File: src/rtl/mips_pkg.sv
// rtl/mips_pkg.sv - shared widths, fetch constants and queue entry type
// Provides INSN_W / ADDR_W, the default reset PC, the PC increment, and the
// {pc, insn} record stored in the fetch instruction queue.
package mips_pkg;
    localparam int INSN_W = 32;
    localparam int ADDR_W = 32;

    localparam logic [ADDR_W-1:0] RESET_PC_DEFAULT = 32'h0000_0000;
    localparam logic [ADDR_W-1:0] PC_INC           = 32'd4;

    typedef struct packed {
        logic [ADDR_W-1:0] pc;
        logic [INSN_W-1:0] insn;
    } fq_entry_t;
endpackage

File: src/rtl/fetch_unit_if.sv
// rtl/fetch_unit_if.sv - instruction memory request/response bus
// Ports (master = fetch side, slave = memory side):
//   imem_req_valid/imem_req_ready/imem_req_addr : request handshake + address
//   imem_rsp_valid/imem_rsp_data                : in-order response, no backpressure
interface fetch_unit_if;
    import mips_pkg::*;

    logic              imem_req_valid;
    logic              imem_req_ready;
    logic [ADDR_W-1:0] imem_req_addr;
    logic              imem_rsp_valid;
    logic [INSN_W-1:0] imem_rsp_data;

    modport master (
        output imem_req_valid, imem_req_addr,
        input  imem_req_ready, imem_rsp_valid, imem_rsp_data
    );

    modport slave (
        input  imem_req_valid, imem_req_addr,
        output imem_req_ready, imem_rsp_valid, imem_rsp_data
    );
endinterface

File: src/rtl/sync_fifo.sv
// rtl/sync_fifo.sv - synchronous FIFO with flush, used as the fetch instruction queue
// Ports: clk, rst (sync, active-high), flush (drop all entries), push/push_data,
//        pop, head_data (current head), empty, count (occupancy).
// Push and pop in the same cycle are legal at any occupancy, including full.
module sync_fifo #(
    parameter int WIDTH = 64,
    parameter int DEPTH = 2
) (
    input  logic                       clk,
    input  logic                       rst,
    input  logic                       flush,
    input  logic                       push,
    input  logic [WIDTH-1:0]           push_data,
    input  logic                       pop,
    output logic [WIDTH-1:0]           head_data,
    output logic                       empty,
    output logic [$clog2(DEPTH):0]     count
);
    localparam int AW = $clog2(DEPTH);
    localparam int CW = AW + 1;

    logic [WIDTH-1:0] mem [DEPTH];
    logic [AW-1:0]    wr_ptr;
    logic [AW-1:0]    rd_ptr;
    logic [CW-1:0]    cnt;
    logic             do_pop;
    logic             do_push;

    assign do_pop  = pop && (cnt != '0);
    // A pop in the same cycle frees the slot, so a full queue may still accept.
    assign do_push = push && ((cnt != CW'(DEPTH)) || do_pop);

    always_ff @(posedge clk) begin
        if (rst || flush) begin
            wr_ptr <= '0;
            rd_ptr <= '0;
            cnt    <= '0;
        end else begin
            if (do_push) wr_ptr <= wr_ptr + 1'b1;
            if (do_pop)  rd_ptr <= rd_ptr + 1'b1;
            cnt <= cnt + CW'(do_push) - CW'(do_pop);
        end
    end

    always_ff @(posedge clk) begin
        if (do_push) mem[wr_ptr] <= push_data;
    end

    assign head_data = mem[rd_ptr];
    assign empty     = (cnt == '0);
    assign count     = cnt;
endmodule

File: src/rtl/fetch_unit.sv
// rtl/fetch_unit.sv - in-order instruction fetch with redirect and bounded queue
// Ports: clk, rst (sync, active-high); imem (fetch_unit_if.master) request/response bus;
//        redirect_valid/redirect_pc restart fetch; inst_valid/inst_ready/inst_data/
//        inst_pc/inst_pc_next present the queue head to decode.
module fetch_unit
    import mips_pkg::*;
#(
    parameter logic [ADDR_W-1:0] RESET_PC = RESET_PC_DEFAULT,
    parameter int                DEPTH    = 2
) (
    input  logic              clk,
    input  logic              rst,
    fetch_unit_if.master      imem,
    input  logic              redirect_valid,
    input  logic [ADDR_W-1:0] redirect_pc,
    output logic              inst_valid,
    input  logic              inst_ready,
    output logic [INSN_W-1:0] inst_data,
    output logic [ADDR_W-1:0] inst_pc,
    output logic [ADDR_W-1:0] inst_pc_next
);
    localparam int CW = $clog2(DEPTH) + 1;

    logic [ADDR_W-1:0] fetch_pc;
    logic [ADDR_W-1:0] rsp_pc;      // address of the next non-stale response
    logic [ADDR_W-1:0] redirect_aligned;
    logic [CW-1:0]     inflight;
    logic [CW-1:0]     stale;
    logic [CW-1:0]     occ;
    logic [CW:0]       used;
    logic              fifo_empty;
    fq_entry_t         head;
    fq_entry_t         push_entry;
    logic              pop;
    logic              accept;
    logic              rsp_stale;
    logic              push;

    assign redirect_aligned = {redirect_pc[ADDR_W-1:2], 2'b00};

    assign pop = inst_valid && inst_ready;

    // Credit check: queue slots plus everything outstanding (live or stale).
    // The head leaving this cycle returns its credit immediately so a
    // 1-cycle memory with a ready consumer sustains one fetch per cycle.
    assign used = (CW+1)'(occ) + (CW+1)'(inflight) + (CW+1)'(stale) - (CW+1)'(pop);

    assign imem.imem_req_valid = !rst && !redirect_valid && (used < (CW+1)'(DEPTH));
    assign imem.imem_req_addr  = fetch_pc;
    assign accept              = imem.imem_req_valid && imem.imem_req_ready;

    // Stale requests were all issued before any live one, so while stale is
    // non-zero the returning response must be one of them.
    assign rsp_stale = imem.imem_rsp_valid && (stale != '0);
    assign push      = imem.imem_rsp_valid && !rsp_stale && !redirect_valid;

    assign push_entry.pc   = rsp_pc;
    assign push_entry.insn = imem.imem_rsp_data;

    always_ff @(posedge clk) begin
        if (rst) begin
            fetch_pc <= RESET_PC;
            rsp_pc   <= RESET_PC;
            inflight <= '0;
            stale    <= '0;
        end else if (redirect_valid) begin
            fetch_pc <= redirect_aligned;
            rsp_pc   <= redirect_aligned;
            inflight <= '0;
            // Whatever returns this cycle is dropped; the rest becomes stale.
            stale    <= stale + inflight - CW'(imem.imem_rsp_valid);
        end else begin
            if (accept) fetch_pc <= fetch_pc + PC_INC;
            if (push)   rsp_pc   <= rsp_pc + PC_INC;
            inflight <= inflight + CW'(accept) - CW'(push);
            stale    <= stale - CW'(rsp_stale);
        end
    end

    sync_fifo #(
        .WIDTH ($bits(fq_entry_t)),
        .DEPTH (DEPTH)
    ) u_queue (
        .clk       (clk),
        .rst       (rst),
        .flush     (redirect_valid),
        .push      (push),
        .push_data (push_entry),
        .pop       (pop),
        .head_data (head),
        .empty     (fifo_empty),
        .count     (occ)
    );

    assign inst_valid   = !rst && !fifo_empty;
    assign inst_data    = inst_valid ? head.insn : '0;
    assign inst_pc      = inst_valid ? head.pc : '0;
    assign inst_pc_next = inst_valid ? (head.pc + PC_INC) : '0;
endmodule

File: src/flat_wrapper.sv
// flat-port wrapper written by rule: the top's interface ports become plain ports
module fetch_unit_flat import mips_pkg::*;
#(
    parameter logic [ADDR_W-1:0] RESET_PC = RESET_PC_DEFAULT,
    parameter int                DEPTH    = 2
)
  (clk, rst, redirect_valid, redirect_pc, inst_valid, inst_ready, inst_data, inst_pc, inst_pc_next, imem_imem_req_valid, imem_imem_req_addr, imem_imem_req_ready, imem_imem_rsp_valid, imem_imem_rsp_data);
  fetch_unit_if imem_i ();
  input  logic clk;
  input  logic rst;
  input  logic redirect_valid;
  input  logic [ADDR_W-1:0] redirect_pc;
  output logic inst_valid;
  input  logic inst_ready;
  output logic [INSN_W-1:0] inst_data;
  output logic [ADDR_W-1:0] inst_pc;
  output logic [ADDR_W-1:0] inst_pc_next;
  output wire logic [$bits(imem_i.imem_req_valid)-1:0] imem_imem_req_valid;
  output wire logic [$bits(imem_i.imem_req_addr)-1:0] imem_imem_req_addr;
  input wire logic [$bits(imem_i.imem_req_ready)-1:0] imem_imem_req_ready;
  input wire logic [$bits(imem_i.imem_rsp_valid)-1:0] imem_imem_rsp_valid;
  input wire logic [$bits(imem_i.imem_rsp_data)-1:0] imem_imem_rsp_data;
  assign imem_imem_req_valid = imem_i.imem_req_valid;
  assign imem_imem_req_addr = imem_i.imem_req_addr;
  assign imem_i.imem_req_ready = imem_imem_req_ready;
  assign imem_i.imem_rsp_valid = imem_imem_rsp_valid;
  assign imem_i.imem_rsp_data = imem_imem_rsp_data;
  fetch_unit #(.RESET_PC(RESET_PC), .DEPTH(DEPTH)) u_core (.clk(clk), .rst(rst), .imem(imem_i), .redirect_valid(redirect_valid), .redirect_pc(redirect_pc), .inst_valid(inst_valid), .inst_ready(inst_ready), .inst_data(inst_data), .inst_pc(inst_pc), .inst_pc_next(inst_pc_next));
endmodule
File: config.mk
export PLATFORM = sky130hd
export DESIGN_NAME = fetch_unit_flat
export DESIGN_NICKNAME = d
export VERILOG_FILES = /design/src/rtl/mips_pkg.sv /design/src/rtl/fetch_unit_if.sv /design/src/rtl/sync_fifo.sv /design/src/rtl/fetch_unit.sv /design/src/flat_wrapper.sv
export SDC_FILE = /design/constraint.sdc
export NUM_CORES = 1
export LEC_CHECK = 0
export ABC_AREA = 1
export BUFFER_PORTS_ARGS = -buffer_cell sky130_fd_sc_hd__buf_2
export CORE_MARGIN = 2
export CORE_UTILIZATION = 35
export CTS_CLUSTER_SIZE = 40
export DETAILED_ROUTE_END_ITERATION = 7
export GPL_ROUTABILITY_DRIVEN = 0
export HOLD_SLACK_MARGIN = 0.06
export PLACE_DENSITY = 0.53
export REMOVE_ABC_BUFFERS = 1
export SLEW_MARGIN = 20
export SYNTH_ARGS = -nofsm -noshare
export SYNTH_HDL_FRONTEND = slang
export SYNTH_SLANG_ARGS = --single-unit
File: constraint.sdc
create_clock -name clk -period 4.5 [get_ports clk]
set_clock_uncertainty 0.1 [all_clocks]
set_input_delay 0.45 -clock clk [delete_from_list [all_inputs] [get_ports clk]]
set_output_delay 0.45 -clock clk [all_outputs]
set_load 0.01 [all_outputs]
After elaboration in Yosys (flattened, before gate mapping)
Memory sizes are Yosys's and may differ from the RTL's. A register that Yosys moved wholly into a read port is not among the register bits.
Index checks and enable logic that the tools add are counted.
Word-level totals
  output and inout port bits: 130
  memory bits (writable): 128
  bits in registers: 72
  memories: 1
  latch bits: 0
  ROM bits: 0
Memory list
  u_core.u_queue.mem: depth 2, bits a word 64, read ports 1, clocked after Yosys merged registers in 1, wr ports 1, RTL line sync_fifo.sv:22  | logic [WIDTH-1:0] mem [DEPTH];
Operators by class
  muxes and demuxes: 12
  magnitude comparators: 1
  equality and inequality tests: 1
  $add $sub $neg: 15
  bitwise logic cells: 0
  multiply operators: 0
  divide/modulo/power cells: 0
  reductions and logical operators: 22
  shifts and indexed selects: 0
Operators with widths (number)
  $mux W32: 7
  $add A32 B3 Y32 const B: 3
  $logic_and A1 B1 Y1: 10
  $reduce_bool A2 Y1: 4
  $sub A2 B1 Y2: 4
  $add A2 B1 Y2: 2
  $logic_not A1 Y1: 4
  $mux W1: 4
  $add A2 B2 Y3: 1
  $add A3 B2 Y3: 1
  $lt A3 B2 Y1 const B: 1
  $sub A3 B1 Y3: 1
  $add A1 B1 Y1 const B: 2
  $add A2 B2 Y2: 1
  $logic_not A2 Y1: 1
  $logic_or A1 B1 Y1: 2
  $mux W2: 1
  $ne A2 B2 Y1 const B: 1
  $reduce_or A2 Y1: 1

Depth between registers and ports, before layout
Gate-level depths: netlist of run 1.
  depth after elaboration: 10
  mapped depth: 19

Modules after synthesis
From an unflattened synthesis of run 1, not the netlist that was laid out.
Second synthesis, totals
  cell total of the unflattened synthesis: 1282
  area, all modules: 11009.3 sq um
By module, submodules not included
  fetch_unit: area each 5836.8 sq um, cells each 1043, instances 1, seq. area each 1281.2 sq um
  sync_fifo: area each 5172.5 sq um, cells each 239, instances 1, seq. area each 3943.8 sq um

Worst setup path before layout of run 1
No wires, ideal clock.
  kind: input to register
  start: input redirect_valid
  end: memory u_core.u_queue.mem[1][0], enable pin
  stages: 6
  data arrival time: 3719 ps
  slack: 197 ps
  cells stage by stage: clkbuf_1 -> inv_2 -> nand2_1 -> inv_1 -> nand2_1 -> nor2_1
On the way
  cells in the longest elaborated chain, start to end: 5
RTL lines
  start, declared: RTL line flat_wrapper.sv:11  | input logic redirect_valid;
  $logic_not A1 Y1: RTL line fetch_unit.sv:55  | assign push = imem.imem_rsp_valid && !rsp_stale && !redirect_valid;
  $logic_and A1 B1 Y1: RTL line fetch_unit.sv:55
  $logic_and A1 B1 Y1: RTL line sync_fifo.sv:31  | assign do_push = push && ((cnt != CW'(DEPTH)) || do_pop);
  $mux W1: RTL line sync_fifo.sv:46  | if (do_push) mem[wr_ptr] <= push_data;
  $mux W1 (implied by the code): RTL line sync_fifo.sv:46
  end, declared: RTL line sync_fifo.sv:22
No other way between the ends.

==> impl_metrics.py, run 1 <==
metrics = {
    "status": {
        "outcome": "finished clean",
    },
    "global_route": {
        "antenna_found_initial": 1,
        "grt_pass1_vias": 8918,
        "grt_max_degree": 63,
        "overflow": 0,
        "grt.total_usage_pct": 18.7,
        "grt_pass1_wl_mm": 48.3,
    },
    "sta": {
        "hold_viol": 0,
        "rsz0062_at_grt": "false",
        "slew_headroom_pct": 45.4,
        "fmax_mhz": 258,
        "tightest_slew_ns": 0.810,
        "setup_viol": 0,
        "finalCriticalPeriod_ns": 3.87,
        "tns_ns": 0,
        "finalCritPeriodShare_pct": 86.0,
        "drv_slew": 0,
    },
    "route": {
        "ant_nets": 0,
        "wire_per_inst_um": 14.4,
        "drt-total-wl_mm": 30.6,
        "firstDrtPassIters": 5,
        "vias": 9959,
        "route.detailed.drc": 0,
        "via_per_inst": 4.68,
        "drt_iter0_drc": 571,
    },
    "power_and_ir_drop": {
        "clkPwrFrac_pct": 39.3,
        "p_int_mw": 2.92,
        "ir_drop_mv": 0.246,
        "pwr_density_cell_nw_per_um2": 318,
        "swShare_pct": 29.4,
        "switchingPower_mw": 1.22,
        "p_seq_share_pct": 49.4,
        "combPwrFrac_pct": 11.3,
        "power_mw": 4.14,
        "p_leak_nw": 6.19,
    },
    "floorplan": {
        "start_util_pct": 35.8,
        "die_x_um": 181,
        "fp.coreArea_um2": 30800,
        "row_count": 64,
        "dieHeight_um": 181,
        "ioPinCount": 200,
        "die_area_um2": 32900,
    },
    "clocking": {
        "cts.sinks": 193,
        "cts_buffers": 17,
        "cts.path.max_buffers": 2,
        "cts_tree": "yes",
        "path_clk_slew_ns": 0.09,
        "cts_htree_levels": 4,
        "ctsResizeCount": 0,
        "cts_root_buf": "clkbuf_16",
        "clk-insertion-delay-late_ns": 0.44,
    },
    "placement": {
        "dpl_cell_area_um2": 12300,
        "portBuffers": 191,
        "post-dp-hpwl_mm": 22.4,
    },
    "yosys": {
        "synth_flop_cell": "edfxtp_1",
        "synth_warnings": 0,
        "synth_top_cell_area_share_pct": 33.8,
        "synth-seq-cells": 193,
        "netlist_area_um2": 11000,
        "yosysTopAreaCell": "edfxtp_1",
        "synth_edf_count": 124,
        "synthArstFlopShare_pct": 0,
        "postSynthCellCount": 1547,
        "synth_seq_area_share_pct": 46.3,
        "avgSynthCellArea_um2": 7.13,
        "synth.area.top_cells": "edfxtp_1, nand2_1, dfxtp_1, nor2_1, inv_1",
        "synth.distinct_cells": 39,
    },
    "setup_path": {
        "cp_slowest_cell": "dfxtp_2",
        "crit_chain": "buf_4 -> nand2_1 -> o21ai_0 -> inv_1 -> ha_1 -> nand2_1 -> nor2_2 -> nand3_2 -> nor2_2 -> nand2_1 -> nor2_1 -> nor2_1 -> buf_2",
        "critical_path.top_delay_family": "buffers and inverters",
        "critical_path_class": "reg2out",
        "crit_fanout": 26,
        "endpoint": "inst_pc_next[22]",
        "reg2reg_to": "u_core.inflight[1]",
        "path_depth": 13,
        "worst-path-buf-inv": 3,
        "end_kind": "primary output",
        "crit_arrival_ns": 3.32,
        "crit_required_ns": 3.95,
        "rrSetupSlack_ns": 0.89,
        "reg2reg_depth": 16,
        "cpPeakStageDelay_ns": 0.62,
        "crit_top_cell": "nand2_1",
        "rr_startpoint": "u_core.u_queue.count[0]",
        "crit_path_start_kind": "register",
    },
    "cells_and_area": {
        "diodes": 0,
        "post-route-util_pct": 42.2,
        "syn2layout_area_growth_pct": 18.0,
        "fin_nets": 1805,
        "final_cell_area_um2": 13000,
        "layout_common_cells": "nand2_1, nor2_1, buf_2",
        "layout_commonest_cell": "nand2_1",
        "drive_gt1_share_pct": 15.6,
    },
    "hold_path": {
        "hold_depth": 1,
        "hold_class": "in2reg",
    },
    "job": {
        "drv_cap": 0,
    },
}
area by class of cell:
class	count	area [um2]
Timing Repair Buffer	203	1070
Sequential cell	193	5110
Inverter	191	718
Fill cell	3181	17800
Multi-Input combinational cell	1115	4960
Clock buffer	17	425
Clock inverter	15	225
Tap cell	396	495
cells in the mapped netlist, drive strengths merged (4+ instances only):
cell type / instances
nand2: 618
o21ai: 39
buf: 33
a31oi: 5
xor2: 16
nand4: 12
and2: 4
xnor2: 13
dfxtp: 69
nor3: 6
clkbuf: 20
nor2: 213
inv: 190
a21oi: 67
nand3b: 10
edfxtp: 124
ha: 13
nand3: 77
registers in the layout, indices dropped and copies added (netlist names), named ones only:
name	cells
u_core.u_queue.mem	124
u_core.u_queue.wr_ptr	1
u_core.rsp_pc	30
u_core.imem.imem_req_addr	30
u_core.u_queue.rd_ptr	1
u_core.inflight	2
u_core.stale	2
u_core.u_queue.count	2
how the worst min path moves through the flow:
stage,from,endpoint,slack [ns]
5_1_grt,imem_imem_rsp_data[27],u_core.u_queue.mem[0][27],0.06
4_1_cts,imem_imem_rsp_data[30],u_core.u_queue.mem[1][30],0.07
2_1_floorplan,u_core.rsp_pc[31],u_core.u_queue.mem[0][63],0.35
6_report,imem_imem_rsp_data[30],u_core.u_queue.mem[1][30],0.09
3_5_place_dp,u_core.rsp_pc[31],u_core.u_queue.mem[1][63],0.38
3_3_place_gp,u_core.rsp_pc[31],u_core.u_queue.mem[0][63],0.37
metrics by stage:
step | std cells | hold WS (ns) | setup slack, ns
2_1_floorplan | 1499 | 0.348 | -1.48
3_3_place_gp | 2097 | 0.368 | 0.779
3_5_place_dp | 2097 | 0.382 | 0.691
4_1_cts | 2129 | 0.0665 | 0.605
5_1_grt | 2130 | 0.0638 | 0.341
6_report | 2130 | 0.0889 | 0.631
metal layers:
layer / global-route usage, % / up-vias / part of all wire [%]
li1: - / 5179 / -
met1: 26.4 / 4446 / 48
met2: 29.8 / 303 / 45
met3: 3.21 / 29 / 5.5
met4: 4.49 / 2 / 1.5
met5: 0 / - / 0.043
power by group through the flow:
stage / clock network (mW) / registers [mW] / logic, mW
after global routing: 1.75 / 2.06 / 0.533
after floorplan: 0 / 2.07 / 0.284
after CTS: 1.67 / 2.05 / 0.471
after global placement: 0 / 2.08 / 0.462
after detailed placement: 0 / 2.09 / 0.469
final: 1.63 / 2.05 / 0.467
worst register-to-register path: stages, from the launching register on:
cell      delay (ns)
dfxtp_1         0.36
inv_1           0.09
a21oi_4         0.16
nand2_1         0.11
inv_1           0.12
ha_1            0.24
inv_1           0.06
ha_1            0.22
a21o_1          0.16
ha_1            0.30
nor2_4          0.15
nand4_4         0.37
clkinv_2        0.41
ha_1            0.23
xnor2_1         0.07
or2_2           0.27
a21oi_1         0.13
logic make-up after synthesis:
| kind of cell | synth area share, % |
|---|---|
| AO/OA/AOI/OAI | 5.98 |
| XOR/XNOR | 2.30 |
| adder cells (fa/ha/maj) | 1.66 |
| buffers and inverters | 9.07 |
| flip-flops | 46.3 |
| other | 0.0340 |
| AND/OR/NAND/NOR | 34.6 |
repair_timing:
action                                 CTS  global route
hold buffers                             0             1
buffers inserted                         0             0
endpoints found under the hold margin    0             2
Power figures use the tool's default switching activity.
==> run 2, diff against run 1 <==
--- a/config.mk
+++ b/config.mk
@@ -12,9 +12,9 @@
 export CTS_CLUSTER_SIZE = 40
 export DETAILED_ROUTE_END_ITERATION = 7
 export GPL_ROUTABILITY_DRIVEN = 0
+export GPL_TIMING_DRIVEN = 0
 export HOLD_SLACK_MARGIN = 0.06
 export PLACE_DENSITY = 0.53
-export REMOVE_ABC_BUFFERS = 1
 export SLEW_MARGIN = 20
 export SYNTH_ARGS = -nofsm -noshare
 export SYNTH_HDL_FRONTEND = slang
==> run 2 against run 1 <==
  * Worst hold slack improved by 0.0040 ns
  * Critical path depth rose by 4
  * Cell count rose by 2.1%
  * Fmax rose by 5.0%
  * Largest cell class unchanged
  * Clock-buffer cell count unchanged
==> impl_metrics.py, run 2 (synthesis gave the netlist of run 1 again) <==
metrics = {
    "setup_path": {
        "reg2reg_to": "u_core.inflight[1]",
        "critical_path.top_delay_family": "adder cells",
        "cp_slowest_cell": "dfxtp_1",
        "cpPeakStageDelay_ns": 0.37,
        "reg2reg_depth": 17,
        "crit_required_ns": 4.77,
        "worst-path-buf-inv": 5,
        "crit_chain": "inv_1 -> a21oi_1 -> nand2_1 -> inv_1 -> ha_1 -> inv_1 -> ha_1 -> a21o_1 -> ha_1 -> nor2_4 -> nand4_4 -> clkinv_2 -> buf_4 -> ha_1 -> xnor2_1 -> or2_2 -> a21oi_1",
        "end_kind": "register",
        "crit_arrival_ns": 3.95,
        "rr_startpoint": "u_core.u_queue.count[0]",
        "crit_top_cell": "ha_1",
        "crit_fanout": 10,
        "critical_path_class": "reg2reg",
        "rrSetupSlack_ns": 0.82,
        "crit_path_start_kind": "register",
    },
    "sta": {
        "finalCritPeriodShare_pct": 81.9,
        "setup_viol": 0,
        "hold_viol": 0,
        "finalCriticalPeriod_ns": 3.68,
        "drv_slew": 0,
        "fmax_mhz": 271,
        "rsz0062_at_grt": "false",
        "tightest_slew_ns": 0.971,
        "setup_ws_ns": 0.817,
        "slew_headroom_pct": 34.6,
    },
    "floorplan": {
        "row_count": 64,
        "die_x_um": 181,
        "start_util_pct": 35.8,
        "dieHeight_um": 181,
        "die_area_um2": 32900,
        "ioPinCount": 200,
        "fp.coreArea_um2": 30800,
    },
    "clocking": {
        "path_clk_slew_ns": 0.08,
        "ctsResizeCount": 0,
        "cts_buffers": 17,
        "clk-insertion-delay-late_ns": 0.44,
        "cts.path.max_buffers": 2,
        "hold_buffers": 0,
        "cts_tree": "yes",
        "cts_htree_levels": 4,
        "cts.sinks": 193,
        "cts_root_buf": "clkbuf_16",
        "post_cts_buffers": 0,
    },
    "route": {
        "ant_nets": 0,
        "wire_per_inst_um": 14.9,
        "vias": 10100,
        "drt_iter0_drc": 467,
        "firstDrtPassIters": 5,
        "via_per_inst": 4.65,
        "drt-total-wl_mm": 32.5,
        "route.detailed.drc": 0,
    },
    "global_route": {
        "grt_pass1_wl_mm": 51.0,
        "grt_max_degree": 24,
        "overflow": 0,
        "grt.total_usage_pct": 19.8,
        "antenna_found_initial": 0,
        "grt_pass1_vias": 9392,
    },
    "placement": {
        "dp_cells": 2143,
        "portBuffers": 189,
        "post-dp-hpwl_mm": 25.4,
        "post-place-ws_ns": 0.548,
    },
    "power_and_ir_drop": {
        "combPwrFrac_pct": 12.1,
        "pwr_density_cell_nw_per_um2": 310,
        "swShare_pct": 29.0,
        "p_leak_nw": 6.33,
        "ir_drop_mv": 0.221,
        "p_int_mw": 2.92,
        "switchingPower_mw": 1.19,
        "clkPwrFrac_pct": 38.1,
        "p_seq_share_pct": 49.7,
    },
    "cells_and_area": {
        "diodes": 0,
        "fin_cells": 2175,
        "largest-register": "u_core.u_queue.mem",
        "fillCellCount": 3180,
        "layout_commonest_cell": "nand2_1",
        "fin_nets": 1850,
        "largest_register_ffs": 124,
        "layout_common_cells": "nand2_1, buf_2, nor2_1",
        "syn2layout_area_growth_pct": 20.5,
        "drive_gt1_share_pct": 16.2,
    },
    "hold_path": {
        "worstHoldStart": "imem_imem_rsp_data[10]",
        "hold_depth": 1,
        "hold_class": "in2reg",
        "min_to": "u_core.u_queue.mem[1][10]",
    },
    "job": {
        "drv_cap": 0,
    },
    "status": {
        "outcome": "finished clean",
    },
}
==> run 2: cell types whose count changed in the layout (fill, tap and decap cells not counted), sizes merged <==
cell / delta
buf: +26
clkbuf: +20
clkinv: +2
inv: -2
dlygate4sd3: -1
==> run 2: power by group through the flow <==
stage | clock network (mW) | logic, mW | registers, mW
finish | 1.57 | 0.499 | 2.05
detailed placement | 0 | 0.500 | 2.09
global route | 1.67 | 0.564 | 2.06
global placement | 0 | 0.477 | 2.09
CTS | 1.61 | 0.502 | 2.05
floorplan | 0 | 0.308 | 2.07
==> run 2: cell type report <==
cell class	count	area [um2]	area share [%]
Tap cell	396	495	3.73
Inverter	191	718	5.41
Timing Repair Buffer	195	1100	8.25
Buffer	53	282	2.12
Clock buffer	17	425	3.20
Clock inverter	15	206	1.55
Sequential cell	193	5100	38.4
Multi-Input combinational cell	1115	4950	37.3
==> run 2: per-stage QoR <==
| stage | hold slack [ns] | utilization [%] | power [mW] | setup TNS [ns] | cell area (um2) |
|---|---|---|---|---|---|
| CTS | 0.0718 | 43.1 | 4.15 | 0 | 13300 |
| detailed placement | 0.400 | 41.0 | 2.59 | 0 | 12600 |
| global route | 0.0756 | 43.1 | 4.29 | 0 | 13300 |
| global placement | 0.387 | 40.5 | 2.57 | -249.94 | 12500 |
| finish | 0.0930 | 43.1 | 4.11 | 0 | 13300 |
| floorplan | 0.348 | - | 2.38 | 0 | 11000 |
==> run 2: how the worst max path moves through the flow <==
stage / end / from / cells after the start / slack, ns
after global routing: u_core.inflight[1] / u_core.u_queue.count[0] / 17 / 0.51
after global placement: u_core.u_queue.mem[1][58] / imem_imem_rsp_valid / 7 / -2.02
after CTS: u_core.inflight[1] / u_core.u_queue.count[0] / 17 / 0.74
after detailed placement: u_core.inflight[1] / rst / 17 / 0.55
after floorplan: u_core.u_queue.mem[1][0] / redirect_valid / 6 / 0.20
final: u_core.inflight[1] / u_core.u_queue.count[0] / 17 / 0.82
==> run 2: metal layers <==
| layer | global-route usage [%] | vias to the layer above | routed length, um |
|---|---|---|---|
| li1 | - | 5268 | - |
| met1 | 27.3 | 4501 | 15600 |
| met2 | 32.7 | 304 | 14800 |
| met3 | 2.31 | 32 | 1560 |
| met4 | 5.76 | 0 | 508 |
| met5 | 0 | - | 0 |
